`src/rtl/imm_pkg.sv`:
```
// Shared definitions for the immediate encoder: format codes, the fallback
// NOP word and a range helper used by the packer.
package imm_pkg;

    localparam logic [2:0]  IMM_I = 3'b000;
    localparam logic [2:0]  IMM_S = 3'b001;
    localparam logic [2:0]  IMM_B = 3'b010;
    localparam logic [2:0]  IMM_U = 3'b011;
    localparam logic [2:0]  IMM_J = 3'b100;

    localparam logic [31:0] NOP_INSTR = 32'h0000_0013;

    typedef enum logic [2:0] {
        FMT_I = IMM_I,
        FMT_S = IMM_S,
        FMT_B = IMM_B,
        FMT_U = IMM_U,
        FMT_J = IMM_J
    } imm_fmt_e;

    // True when v[31:lsb] are all equal, i.e. v sign-extends from bit lsb.
    function automatic logic upper_uniform(input logic [31:0] v, input int lsb);
        logic all_ones;
        logic all_zeros;
        all_ones  = 1'b1;
        all_zeros = 1'b1;
        for (int i = 0; i < 32; i++) begin
            if (i >= lsb) begin
                all_ones  = all_ones & v[i];
                all_zeros = all_zeros & ~v[i];
            end
        end
        return all_ones | all_zeros;
    endfunction

endpackage

```
`src/rtl/imm_pack.sv`:
```
// Combinational scatter of an immediate into the RISC-V I/S/B/U/J bit
// positions of a base instruction, with a representability check.
module imm_pack
    import imm_pkg::*;
#(
    parameter bit PASS_ILLEGAL = 1'b1
) (
    input  logic [31:0] imm_i,
    input  logic [2:0]  sel_i,
    input  logic [31:0] base_i,
    output logic [31:0] word_o,
    output logic        err_o
);

    imm_fmt_e fmt;
    assign fmt = imm_fmt_e'(sel_i);

    // NOTE: every output gets a default before the case so no path leaves it unassigned (no latch).
    always_comb begin
        word_o = base_i;
        err_o  = 1'b0;
        case (fmt)
            FMT_I: begin
                word_o[31:20] = imm_i[11:0];
                err_o         = !upper_uniform(imm_i, 11);
            end
            FMT_S: begin
                word_o[31:25] = imm_i[11:5];
                word_o[11:7]  = imm_i[4:0];
                err_o         = !upper_uniform(imm_i, 11);
            end
            FMT_B: begin
                word_o[31]    = imm_i[12];
                word_o[30:25] = imm_i[10:5];
                word_o[11:8]  = imm_i[4:1];
                word_o[7]     = imm_i[11];
                err_o         = !upper_uniform(imm_i, 12) || imm_i[0];
            end
            FMT_U: begin
                word_o[31:12] = imm_i[31:12];
                err_o         = |imm_i[11:0];
            end
            FMT_J: begin
                word_o[31]    = imm_i[20];
                word_o[30:21] = imm_i[10:1];
                word_o[20]    = imm_i[11];
                word_o[19:12] = imm_i[19:12];
                err_o         = !upper_uniform(imm_i, 20) || imm_i[0];
            end
            default: begin
                word_o = PASS_ILLEGAL ? base_i : NOP_INSTR;
                err_o  = 1'b1;
            end
        endcase
    end

endmodule

```
`src/rtl/imm_encoder.sv`:
```
// Immediate encoder: packer followed by a two-stage valid/ready pipeline
// and a saturating count of errored words delivered downstream.
module imm_encoder
    import imm_pkg::*;
#(
    parameter int unsigned ERR_CNT_W    = 16,
    parameter bit          PASS_ILLEGAL = 1'b1
) (
    input  logic                 clk,
    input  logic                 rst_n,
    input  logic                 InValid,
    output logic                 InReady,
    input  logic [31:0]          BaseInstr,
    input  logic [31:0]          Imm,
    input  logic [2:0]           ImmSel,
    output logic                 OutValid,
    input  logic                 OutReady,
    output logic [31:0]          Instr,
    output logic                 ImmErr,
    output logic [ERR_CNT_W-1:0] ErrCount,
    input  logic                 ClrErr
);

    logic [31:0] pack_word;
    logic        pack_err;

    imm_pack #(.PASS_ILLEGAL(PASS_ILLEGAL)) u_pack (
        .imm_i  (Imm),
        .sel_i  (ImmSel),
        .base_i (BaseInstr),
        .word_o (pack_word),
        .err_o  (pack_err)
    );

    logic                 s1_valid_q, s1_valid_d;
    logic [31:0]          s1_instr_q, s1_instr_d;
    logic                 s1_err_q,   s1_err_d;
    logic                 s2_valid_q, s2_valid_d;
    logic [31:0]          s2_instr_q, s2_instr_d;
    logic                 s2_err_q,   s2_err_d;
    logic [ERR_CNT_W-1:0] cnt_q,      cnt_d;

    logic s2_adv;
    logic s1_en;

    // s1 may also fill while s2 is stalled, as long as s1 itself is empty.
    assign s2_adv  = !s2_valid_q || OutReady;
    assign s1_en   = s2_adv || !s1_valid_q;
    assign InReady = s1_en;

    always_comb begin
        s1_valid_d = s1_valid_q;
        s1_instr_d = s1_instr_q;
        s1_err_d   = s1_err_q;
        s2_valid_d = s2_valid_q;
        s2_instr_d = s2_instr_q;
        s2_err_d   = s2_err_q;
        cnt_d      = cnt_q;

        if (s1_en) begin
            s1_valid_d = InValid;
            if (InValid) begin
                s1_instr_d = pack_word;
                s1_err_d   = pack_err;
            end
        end

        if (s2_adv) begin
            s2_valid_d = s1_valid_q;
            if (s1_valid_q) begin
                s2_instr_d = s1_instr_q;
                s2_err_d   = s1_err_q;
            end
        end

        if (ClrErr) begin
            cnt_d = '0;
        end else if (s2_valid_q && OutReady && s2_err_q && (cnt_q != '1)) begin
            cnt_d = cnt_q + ERR_CNT_W'(1);
        end
    end

    // NOTE: state registers use non-blocking assignments so all flops update together at the edge.
    always_ff @(posedge clk or negedge rst_n) begin
        if (!rst_n) begin
            s1_valid_q <= 1'b0;
            s1_instr_q <= '0;
            s1_err_q   <= 1'b0;
            s2_valid_q <= 1'b0;
            s2_instr_q <= '0;
            s2_err_q   <= 1'b0;
            cnt_q      <= '0;
        end else begin
            s1_valid_q <= s1_valid_d;
            s1_instr_q <= s1_instr_d;
            s1_err_q   <= s1_err_d;
            s2_valid_q <= s2_valid_d;
            s2_instr_q <= s2_instr_d;
            s2_err_q   <= s2_err_d;
            cnt_q      <= cnt_d;
        end
    end

    assign OutValid = s2_valid_q;
    assign Instr    = s2_instr_q;
    assign ImmErr   = s2_err_q;
    assign ErrCount = cnt_q;

endmodule
```
`config.mk`:
```
export PLATFORM = sky130hd
export DESIGN_NAME = imm_encoder
export DESIGN_NICKNAME = d
export VERILOG_FILES = /design/src/rtl/imm_pkg.sv /design/src/rtl/imm_pack.sv /design/src/rtl/imm_encoder.sv
export SDC_FILE = /design/constraint.sdc
export NUM_CORES = 1
export LEC_CHECK = 0
export BUFFER_PORTS_ARGS = -buffer_cell sky130_fd_sc_hd__buf_2
export CAP_MARGIN = 20
export CORE_MARGIN = 1
export CORE_UTILIZATION = 35
export CTS_BUF_LIST = sky130_fd_sc_hd__clkbuf_4 sky130_fd_sc_hd__clkbuf_8
export CTS_CLUSTER_DIAMETER = 60
export DETAILED_ROUTE_END_ITERATION = 16
export SYNTH_ARGS = -nofsm -noshare
export SYNTH_HDL_FRONTEND = slang
export SYNTH_SLANG_ARGS = --single-unit
```
`constraint.sdc`:
```
create_clock -name clk -period 4.8 [get_ports clk]
set_input_delay 0.24 -clock clk [delete_from_list [all_inputs] [get_ports clk]]
set_output_delay 0.24 -clock clk [all_outputs]
set_load 0.02 [all_outputs]
```
==> Word level (Yosys, flattened, before mapping) <==
Index checks and enable logic that the tools add are counted.
{ "word_totals": {"output_inout_bits": 51, "input_bits": 72, "wordCells": 353, "register_bits": 84} }
{ "op_classes": {"n_eq_ne": 5, "reduce_logical": 20, "mux": 155, "bitwise": 165, "addsub": 1} }
{ "ops": {"columns": ["operator", "n"], "rows": [
  ["$mux 1", 148],
  ["$and 1x1->1", 140],
  ["$mux 16", 2],
  ["$pmux 7 s4", 1],
  ["$not 1->1", 21],
  ["$add 16x1->16 const B", 1],
  ["$ne 16x16->1 const B", 1],
  ["$pmux 5 s3", 1],
  ["$reduce_or 12->1", 1],
  ["$pmux 5 s2", 1],
  ["$mux 8", 1],
  ["$eq 3x2->1 const B", 2],
  ["$logic_not 1->1", 6],
  ["$pmux 1 s5", 1],
  ["$logic_or 1x1->1", 4],
  ["$or 1x1->1", 4],
  ["$reduce_and 2->1", 2],
  ["$reduce_or 2->1", 2],
  ["$eq 3x1->1 const B", 1],
  ["$eq 3x3->1 const B", 1],
  ["$logic_and 1x1->1", 3],
  ["$logic_not 3->1", 1],
  ["$reduce_bool 2->1", 1]
]} }

==> Logic depth before layout (Yosys ltp) <==
Gate-level depths: netlist of the first run.
{ "depth": {"depth_word": 45, "ltp_mapped": 7, "depth_no_buf": 6} }

==> Hierarchy <==
From an unflattened synthesis of the first run, not the netlist that was laid out.
{ "unflattened": {"hier_cells": 369, "area_unflattened_um2": 4330.4} }
{ "by_module_without_submodules": {"columns": ["module", "n_inst", "area_per_inst_um2", "cells_each"], "rows": [
  ["imm_encoder", 1, 3448.3, 244],
  ["imm_pack", 1, 882.1, 125]
]} }

==> Least setup slack after synthesis of the first run <==
No wires, ideal clock.
{ "synth_timing": {"path_type": "register to register", "startpoint": "register cnt_q[0] (netlist: ErrCount[0])", "endpoint": "register cnt_q[12] (netlist: ErrCount[12])", "setup_ns": 0.132, "setup_slack_ns": 2.968, "stages_incl_launch_ff": 7, "arrival_time_ns": 1.700, "synth_period_minus_slack_ns": 1.832, "n_path_buf": 0, "cell_sequence": "dfrtp_1 > ha_1 > nand4_1 > nor3b_1 > nand4_1 > xor2_1 > nor2_1"} }
{ "synth_via": {"elab_chain_len": 3, "word_cells_on_any_way": 6, "cone_classes": "1 x add/sub; 1 x eq/ne; 2 x mux; 2 x reduce/logical"} }
{ "synth_lines": {"columns": ["element", "line", "source"], "rows": [
  ["start: declaration", "imm_encoder.sv:41", "logic [ERR_CNT_W-1:0] cnt_q, cnt_d;"],
  ["start signal: assignment", "imm_encoder.sv:100", "cnt_q <= cnt_d;"],
  ["$add 16x1->16 or $ne 16x16->1 (tied branches)", "imm_encoder.sv:79, imm_encoder.sv:78", null],
  ["$mux 16 or $logic_and 1x1->1 (tied branches)", "imm_encoder.sv:78", "end else if (s2_valid_q && OutReady && s2_err_q && (cnt_q != '1)) begin"],
  ["$mux 16 or $reduce_bool 2->1 (tied branches)", null, null]
]} }
Parallel ways exist; a longest one is shown, timed or not. The select of a mux whose other input is x is not followed.
A chain may end at the register's enable or synchronous reset.

==> Worst setup path in the final report of the first run <==
{ "layout_timing": {"startpoint": "register cnt_q[0] (netlist: ErrCount[0])", "endpoint": "register cnt_q[14] (netlist: ErrCount[14])"} }
Same word-level chain as after synthesis.

==> results of run 1 <==
registers in the layout, indices dropped and copies added (netlist names):
name and flops:
s1_instr_q 32, Instr 32, OutValid 1, s1_valid_q 1, ImmErr 1, ErrCount 16
s1_err_q 1
cells by family after synthesis:
family,synth area share
AO/OA/AOI/OAI,0.102
XOR/XNOR,0.0314
adder cells (fa/ha/maj),0.00320
buffers and inverters,0.0176
flip-flops,0.538
multiplexers,0.146
AND/OR/NAND/NOR,0.162
path summary, 6_finish.rpt:
check / startpoint / endpoint / slack (ns) / depth (start not counted)
max: ErrCount[0]$_DFFE_PN0P_ / ErrCount[14]$_DFFE_PN0P_ / 2.86 / 6
min in group asynchronous: rst_n / s1_instr_q[5]$_DFFE_PN0P_ / 0.39 / 2
min reg2reg: s1_instr_q[20]$_DFFE_PN0P_ / s1_instr_q[20]$_DFFE_PN0P_ / 0.48 / 2
min: BaseInstr[4] / s1_instr_q[4]$_DFFE_PN0P_ / 0.13 / 2
max reg2reg: ErrCount[0]$_DFFE_PN0P_ / ErrCount[14]$_DFFE_PN0P_ / 2.86 / 6
max in group asynchronous: rst_n / Instr[29]$_DFFE_PN0P_ / 3.80 / 3
routing by layer:
layer	up-vias	part of all wire	GRT usage
li1	1521	-	-
met1	1556	0.46	0.226
met2	100	0.46	0.267
met3	15	0.066	0.0393
met4	0	0.021	0.0753
met5	-	0	0
power by group through the flow:
stage	registers [mW]	clock network [mW]	logic, mW
2_1_floorplan	0.991	0	0.172
3_3_place_gp	0.900	0	0.438
3_5_place_dp	0.905	0	0.447
4_1_cts	0.891	0.624	0.447
5_1_grt	0.906	0.653	0.483
6_report	0.889	0.605	0.443
final cells by class:
type / instances / area share
Clock inverter: 4 / 0.0198
Inverter: 1 / 0.000763
Tap cell: 140 / 0.0356
Timing Repair Buffer: 125 / 0.134
Sequential cell: 84 / 0.427
Multi-Input combinational cell: 251 / 0.353
Clock buffer: 11 / 0.0295
what timing repair did:
| item | CTS | global route |
|---|---|---|
| hold buffers | 0 | 1 |
| hold endpoints to repair | 0 | 35 |
| buffers inserted | 0 | 0 |
| endpoints found under the setup margin | 0 | 0 |
placed cells by master (no fill, tap or decap), types with 3 or more instances in the layout:
master,n
and3_1,3
dfrtp_1,84
nor2_1,26
nand2_1,37
clkbuf_8,10
nand3_1,6
mux2i_1,12
xor2_1,4
nor4_1,7
o31ai_1,7
nand3b_1,5
o22ai_1,9
xnor2_1,10
buf_2,121
a21oi_1,12
mux2_2,40
nor3_1,6
o21ai_0,24
a31oi_1,5
nor4b_2,3
bufinv_16,3
nand4_1,10
a22o_1,4
stage by stage:
stage                     hold slack [ns]  area, µm²
after floorplan                   -0.0556       3910
after global placement              0.458       4640
after detailed placement            0.467       4640
after CTS                           0.109       4880
after global routing                0.112       4920
final                               0.126       4920
==> flow_summary.json, run 1 <==
{
  "cts_sinks": 84,
  "clk_pin_slew_worst_paths_ns": 0.09,
  "cpPeakStageDelay_ns": 0.56,
  "antenna_found_initial": 0,
  "synth_ff_type": "dfrtp_1",
  "p_clk_frac": 0.312,
  "wl_per_cell_um": 15.3,
  "finClkSkew_ns": 0.0112,
  "intPower_mw": 1.37,
  "pwr-share-comb": 0.229,
  "maxCapViolations": 0,
  "cp_data_arrival_time_ns": 2.16,
  "yosysSeqAreaShare": 0.538,
  "p_sw_frac": 0.290,
  "grt_pass1_vias": 3189,
  "finalCritPeriodShare": 0.405,
  "start_util": 0.360,
  "grt_max_degree": 85,
  "track_usage": 0.171,
  "numCtsBuffers": 9,
  "dieWidth_um": 108,
  "cts_tree": "built",
  "cp_max_fo": 6,
  "layoutNonFillerInstCount": 616,
  "dpl_worst_slack_ns": 2.83,
  "async_reset_ff_frac": 1.00,
  "nFillCells": 1078,
  "p_switching_mw": 0.562,
  "fp.coreArea_um2": 10800,
  "vias_per_cell": 5.18,
  "drt_iter0_drc": 94,
  "required_ns": 5.02,
  "dp.cells": 599,
  "worstMarginPinSlew_ns": 0.985,
  "crit_path_cell_trace": "ha_1, nand4_1, nor3b_1, nand4_1, xor2_1, nor2_1",
  "peakVddDrop_uv": 153,
  "core.rowCount": 38,
  "final_antenna_net_count": 0,
  "ys_ff_latch": 84,
  "synth_edf_count": 0,
  "layout.nets": 545,
  "status": "completed",
  "finish.utilization": 0.454,
  "synth.most_common_cell": "dfrtp_1",
  "htree_num_levels": 3,
  "seqCellArea_um2": 2100,
  "place_congestion": 0.887,
  "grt_pass1_wl_mm": 15.3,
  "setup_viol": 0,
  "antenna_cells": 0,
  "leakage_nw": 2.32,
  "synth_area_leaders": "dfrtp_1 (54%), mux2_2 (12%), nand2_1 (3.7%), mux2i_1 (3.1%), o21ai_0 (3.1%)",
  "root_buffer": "clkbuf_8",
  "drive_above_1_share": 0.399,
  "relSlewSlack": 0.341,
  "synthesis.nets": 424,
  "fin_ws_ns": 2.86,
  "crit_family": "simple AND/OR/NAND/NOR gates",
  "netlist_area_um2": 3910,
  "syn_to_final_growth_pct": 25.9,
  "synth.largest_area_cell": "dfrtp_1",
  "fin_tns_setup_ns": 0,
  "dp_hpwl_mm": 6.91,
  "first_pass_iters": 4,
  "power_frac_seq": 0.459,
  "grt_setup_unrepaired": "false",
  "fmax_mhz": 515,
  "yosys.area.top_type_share": 0.538,
  "globalRouteOverflowTotal": 0,
  "crit_path_end_kind": "flip-flop",
  "synth_area_per_cell_um2": 11.1,
  "fp.dieH_um": 108,
  "vias": 3192,
  "insertion_delay_ns": 0.34,
  "ys_warn_count": 0,
  "multi_input_comb_area_um2": 1740,
  "hold_viol_final": 0,
  "synthTopCellsByCount": "dfrtp_1 (84), mux2_2 (40), nand2_1 (38)",
  "slew_viol_final": 0,
  "crit_buf_inv": 0,
  "cp-start-kind": "flip-flop",
  "path_class": "reg -> reg",
  "cts_resized": 0,
  "min_path_type": "in -> reg",
  "portBuffers": 122,
  "p_total_mw": 1.94,
  "drt_wl_total_mm": 9.44,
  "syn-instance-count": 351,
  "drc": 0,
  "crit_top_cell": "nand4_1",
  "period_minus_slack_ns": 1.94,
  "crit_path_top_delay_cell": "nor3b_1",
  "power.density_nw_per_um2": 394,
  "io-pin-count": 123,
  "cts_buffer_depth": 2,
  "yosysUniqueCellTypes": 39,
  "fp.dieArea_um2": 11600
}
(Power assumes the default switching activity.)
==> inputs of run 2 (changes only) <==
Clock period 4.8 ns to 1.99 ns, I/O delays scaled along.
==> run 2 against run 1 <==
  * Sequential share of layout area decreased by 1.2 points
  * Non-clock buffer count increased by 16
  * Maximum frequency increased by 8.5%
  * Clock power increased by 140%
  * First-iteration DRC count increased by 48%
  * Final cell count increased by 2.8%
  * Power increased by 140%
  * Worst hold slack got worse by 0.11 ns
  * Global-route usage increased by 1.1 points
  * Utilization increased by 1.3 points
  * Clock-buffer cell count increased by 2
  * Critical endpoint is now ErrCount[6]$_DFFE_PN0P_
  * Largest power group unchanged
==> flow_summary.json, run 2 (synthesis gave the netlist of run 1 again) <==
{
  "final_antenna_net_count": 0,
  "crit_path_top_delay_cell": "dfrtp_1",
  "clk_pin_slew_worst_paths_ns": 0.08,
  "cts_buffer_depth": 2,
  "leakage_nw": 2.39,
  "portBuffers": 122,
  "io-pin-count": 123,
  "layout.nets": 561,
  "antenna_found_initial": 0,
  "rr_worst_depth": 6,
  "globalRouteOverflowTotal": 0,
  "dieWidth_um": 108,
  "cts_tree": "built",
  "syn_to_final_growth_pct": 29.6,
  "holdCritStartpoint": "BaseInstr[13]",
  "final_common_cell": "buf_2",
  "hold_depth": 3,
  "fp.coreArea_um2": 10800,
  "min_path_type": "in -> reg",
  "track_usage": 0.182,
  "grt_setup_unrepaired": "false",
  "vias": 3219,
  "cpPeakStageDelay_ns": 0.42,
  "dp_hpwl_mm": 7.07,
  "worstMarginPinSlew_ns": 0.525,
  "fin_tns_setup_ns": 0,
  "antenna_cells": 0,
  "setup_viol": 0,
  "rr_endpoint": "ErrCount[6]$_DFFE_PN0P_",
  "core.rowCount": 38,
  "cp-start-kind": "flip-flop",
  "htree_num_levels": 3,
  "slew_viol_final": 0,
  "path_class": "reg -> reg",
  "place_congestion": 0.882,
  "crit_path_end_kind": "flip-flop",
  "fp.dieH_um": 108,
  "root_buffer": "clkbuf_8",
  "drive_above_1_share": 0.404,
  "crit_path_cell_trace": "ha_1, nand4_1, and4b_1, nor4b_2, xnor2_1, nor2_1",
  "holdPathEnd": "s1_instr_q[13]$_DFFE_PN0P_",
  "period_minus_slack_ns": 1.79,
  "fp.dieArea_um2": 11600,
  "r2r-start": "ErrCount[0]$_DFFE_PN0P_",
  "status": "completed",
  "reg2reg_slack_ns": 0.20,
  "finalCritPeriodShare": 0.900,
  "start_util": 0.360,
  "numCtsBuffers": 9,
  "relSlewSlack": 0.650,
  "peakVddDrop_uv": 476,
  "power.density_nw_per_um2": 922,
  "cts_sinks": 84,
  "fin_ws_ns": 0.199,
  "grt_pass1_vias": 3198,
  "drc": 0,
  "p_total_mw": 4.67,
  "grt_max_degree": 46,
  "drt_iter0_drc": 139,
  "cp_data_arrival_time_ns": 2.04,
  "cts_setup_buffers": 0,
  "insertion_delay_ns": 0.37,
  "finClkSkew_ns": 0.00866,
  "required_ns": 2.24,
  "grt_pass1_wl_mm": 15.9,
  "drt_wl_total_mm": 9.73,
  "fmax_mhz": 558,
  "final_cell_mix": "buf_2 (121), dfrtp_1 (84), mux2_2 (40)",
  "cp_max_fo": 6,
  "vias_per_cell": 5.09,
  "dpl_worst_slack_ns": 0.239,
  "maxCapViolations": 0,
  "first_pass_iters": 4,
  "hold_viol_final": 0,
  "wl_per_cell_um": 15.4
}
-- run 2: how the worst max path moves through the flow --
stage	start	end	slack, ns	cells after the start
6_report	ErrCount[0]$_DFFE_PN0P_	ErrCount[6]$_DFFE_PN0P_	0.20	6
5_1_grt	ErrCount[0]$_DFFE_PN0P_	ErrCount[6]$_DFFE_PN0P_	0.06	6
4_1_cts	ErrCount[0]$_DFFE_PN0P_	ErrCount[6]$_DFFE_PN0P_	0.17	6
3_5_place_dp	ErrCount[0]$_DFFE_PN0P_	ErrCount[10]$_DFFE_PN0P_	0.24	6
3_3_place_gp	ErrCount[0]$_DFFE_PN0P_	ErrCount[6]$_DFFE_PN0P_	0.28	6
2_1_floorplan	ErrCount[0]$_DFFE_PN0P_	ErrCount[12]$_DFFE_PN0P_	0.16	6
-- run 2: final cells by class --
| cell class | instances | area [µm²] |
|---|---|---|
| fillers | 1037 | 5780 |
| flip-flops and latches | 84 | 2100 |
| multi-input cells | 251 | 1740 |
| repair buffers | 141 | 803 |
| well taps | 140 | 175 |
| clock buffers | 13 | 173 |
| clock inverters | 3 | 67.6 |
| inverters | 1 | 3.75 |
-- run 2: routing by layer --
layer / GRT usage / vias up / wire length [µm]
met5: 0 / - / 0
met4: 0.0910 / 0 / 247
met3: 0.0406 / 18 / 599
met2: 0.288 / 119 / 4480
met1: 0.234 / 1527 / 4400
li1: - / 1555 / -
-- run 2: repair_timing --
action                                 in CTS  in global routing
hold buffers                                9                  0
resized for setup                           0                  0
endpoints found under the hold margin      47                  0
-- run 2: through the flow --
step | area (µm²) | util | hold slack, ns | instances
CTS | 5060 | 0.467 | 0.000308 | 633
floorplan | 3910 | - | -0.196 | 351
global placement | 4730 | 0.437 | 0.115 | 608
global route | 5060 | 0.467 | 0.0287 | 633
detailed placement | 4730 | 0.437 | 0.120 | 608
finish | 5060 | 0.467 | 0.0181 | 633
-- run 2: critical path: cells and delay by family, from the launching register on --
family | cells | cell delay (ns)
flip-flops | 1 | 0.42
AND/OR/NAND/NOR | 4 | 0.82
adder cells (fa/ha/maj) | 1 | 0.27
XOR/XNOR | 1 | 0.17
-- run 2: power by group --
group,leakage [nW],internal [mW],total [mW],switching [mW]
Combinational,1.23,0.468,1.09,0.623
Clock,0.119,0.824,1.44,0.613
Sequential,1.04,1.99,2.14,0.145
==> inputs of run 3 (changes only) <==
Settings changed: MAX_ROUTING_LAYER set to met4.
Clock period 1.99 ns to 2.12 ns, I/O delays scaled along.
==> run 3 against run 2 <==
  * Final area down 1.4%
  * Wire length down 0.96%
  * Register-to-register slack better by 0.13 ns
  * First-iteration DRC count decreased by 32%
  * Power shrank 8.4%
  * Sequential cell count unchanged
  * Clock-buffer cell count decreased by 2
  * Combinational power down 6%
  * Critical path type unchanged
  * Largest cell class unchanged
  * Largest power group unchanged
  * Highest routed layer unchanged
==> flow_summary.json, run 3 (synthesis gave the netlist of run 1 again) <==
{
  "status": "completed",
  "dp.cells": 604,
  "holdPathEnd": "s1_instr_q[22]$_DFFE_PN0P_",
  "wl_per_cell_um": 15.3,
  "grt_max_degree": 47,
  "vias_per_cell": 5.16,
  "crit_path_cell_trace": "ha_1, nand4_1, nor3b_1, buf_4, a31oi_1, a311oi_1",
  "reg2reg_slack_ns": 0.33,
  "vias": 3238,
  "track_usage": 0.180,
  "setup_viol": 0,
  "rr_endpoint": "ErrCount[10]$_DFFE_PN0P_",
  "cpPeakStageDelay_ns": 0.42,
  "cts_sinks": 84,
  "power.density_nw_per_um2": 856,
  "required_ns": 2.37,
  "dp_hpwl_mm": 7.02,
  "cts_buffer_depth": 2,
  "cts_tree": "built",
  "rr_worst_depth": 6,
  "drt_wl_total_mm": 9.63,
  "cp_data_arrival_time_ns": 2.04,
  "nFillCells": 1040,
  "startpoint": "ErrCount[0]$_DFFE_PN0P_",
  "relSlewSlack": 0.592,
  "dieWidth_um": 108,
  "layoutNonFillerInstCount": 628,
  "min_path_type": "in -> reg",
  "start_util": 0.360,
  "grt_pass1_vias": 3184,
  "final_cell_mix": "buf_2 (121), dfrtp_1 (84), mux2_2 (40)",
  "htree_num_levels": 3,
  "final_common_cell": "buf_2",
  "slew_viol_final": 0,
  "io-pin-count": 123,
  "maxCapViolations": 0,
  "path_class": "reg -> reg",
  "period_minus_slack_ns": 1.79,
  "fp.coreArea_um2": 10800,
  "cp-start-kind": "flip-flop",
  "crit_family": "simple AND/OR/NAND/NOR gates",
  "cts_resized": 0,
  "place_congestion": 0.906,
  "fp.dieArea_um2": 11600,
  "hold_depth": 3,
  "drive_above_1_share": 0.398,
  "final_antenna_net_count": 0,
  "holdCritStartpoint": "BaseInstr[22]",
  "grt_setup_unrepaired": "false",
  "core.rowCount": 38,
  "layout.nets": 557,
  "multi_input_comb_area_um2": 1740,
  "globalRouteOverflowTotal": 0,
  "first_pass_iters": 4,
  "crit_buf_inv": 1,
  "finalCritPeriodShare": 0.845,
  "worstMarginPinSlew_ns": 0.610,
  "drt_iter0_drc": 95,
  "syn_to_final_growth_pct": 27.8,
  "cp_max_fo": 6,
  "root_buffer": "clkbuf_8",
  "drc": 0,
  "crit_path_end_kind": "flip-flop",
  "numCtsBuffers": 9,
  "grt_pass1_wl_mm": 15.6,
  "finClkSkew_ns": 0.00908,
  "portBuffers": 122,
  "clk_pin_slew_worst_paths_ns": 0.09,
  "r2r-start": "ErrCount[0]$_DFFE_PN0P_",
  "insertion_delay_ns": 0.35,
  "seqCellArea_um2": 2100,
  "fmax_mhz": 558,
  "leakage_nw": 2.35,
  "fin_tns_setup_ns": 0,
  "antenna_found_initial": 0,
  "antenna_cells": 0,
  "peakVddDrop_uv": 319,
  "fp.dieH_um": 108,
  "hold_viol_final": 0,
  "crit_path_top_delay_cell": "dfrtp_1"
}
==> run 3: repair_timing <==
action / CTS / global route
buffers inserted: 0 / 0
endpoints found under the hold margin: 46 / 0
hold buffers: 9 / 0
==> run 3: worst min-delay path: stages <==
cell,delay [ns]
buf_2,0.08
a21oi_1,0.05
o21ai_0,0.13
==> run 3: how the worst max path moves through the flow <==
stage,slack (ns),cells after the start,endpoint
5_1_grt,0.13,6,ErrCount[10]$_DFFE_PN0P_
3_5_place_dp,0.35,6,ErrCount[10]$_DFFE_PN0P_
2_1_floorplan,0.29,6,ErrCount[12]$_DFFE_PN0P_
4_1_cts,0.33,6,ErrCount[10]$_DFFE_PN0P_
6_report,0.33,6,ErrCount[10]$_DFFE_PN0P_
3_3_place_gp,0.42,6,ErrCount[6]$_DFFE_PN0P_
==> run 3: area by class of cell <==
type / instances / area share
repair buffers: 137 / 0.152
inverters: 1 / 0.000752
clock inverters: 4 / 0.0150
multi-input cells: 251 / 0.348
well taps: 140 / 0.0351
flip-flops and latches: 84 / 0.421
clock buffers: 11 / 0.0278
==> run 3: per-stage QoR <==
stage          worst slack (ns)  utilization  cell area, µm²  hold WS, ns  power (mW)
2_1_floorplan             0.288            -            3910       -0.190        2.63
3_3_place_gp              0.417        0.433            4690        0.119        3.04
3_5_place_dp              0.353        0.433            4690        0.117        3.06
4_1_cts                   0.331        0.461            4990       0.0308        4.34
5_1_grt                   0.130        0.461            4990       0.0384        4.51
6_report                  0.329        0.461            4990       0.0482        4.27
==> run 3: where the power goes <==
part           internal (mW)  total [mW]  switching (mW)
registers               1.87        2.01           0.135
clock network          0.684        1.25           0.562
logic                  0.431        1.02           0.588
==> run 3: layer usage <==
metal / global-route usage / vias to the layer above / share of wire
li1: - / 1548 / -
met1: 0.232 / 1566 / 0.47
met2: 0.285 / 115 / 0.47
met3: 0.0369 / 9 / 0.051
met4: 0.0528 / 0 / 0.011
met5: - / - / 0
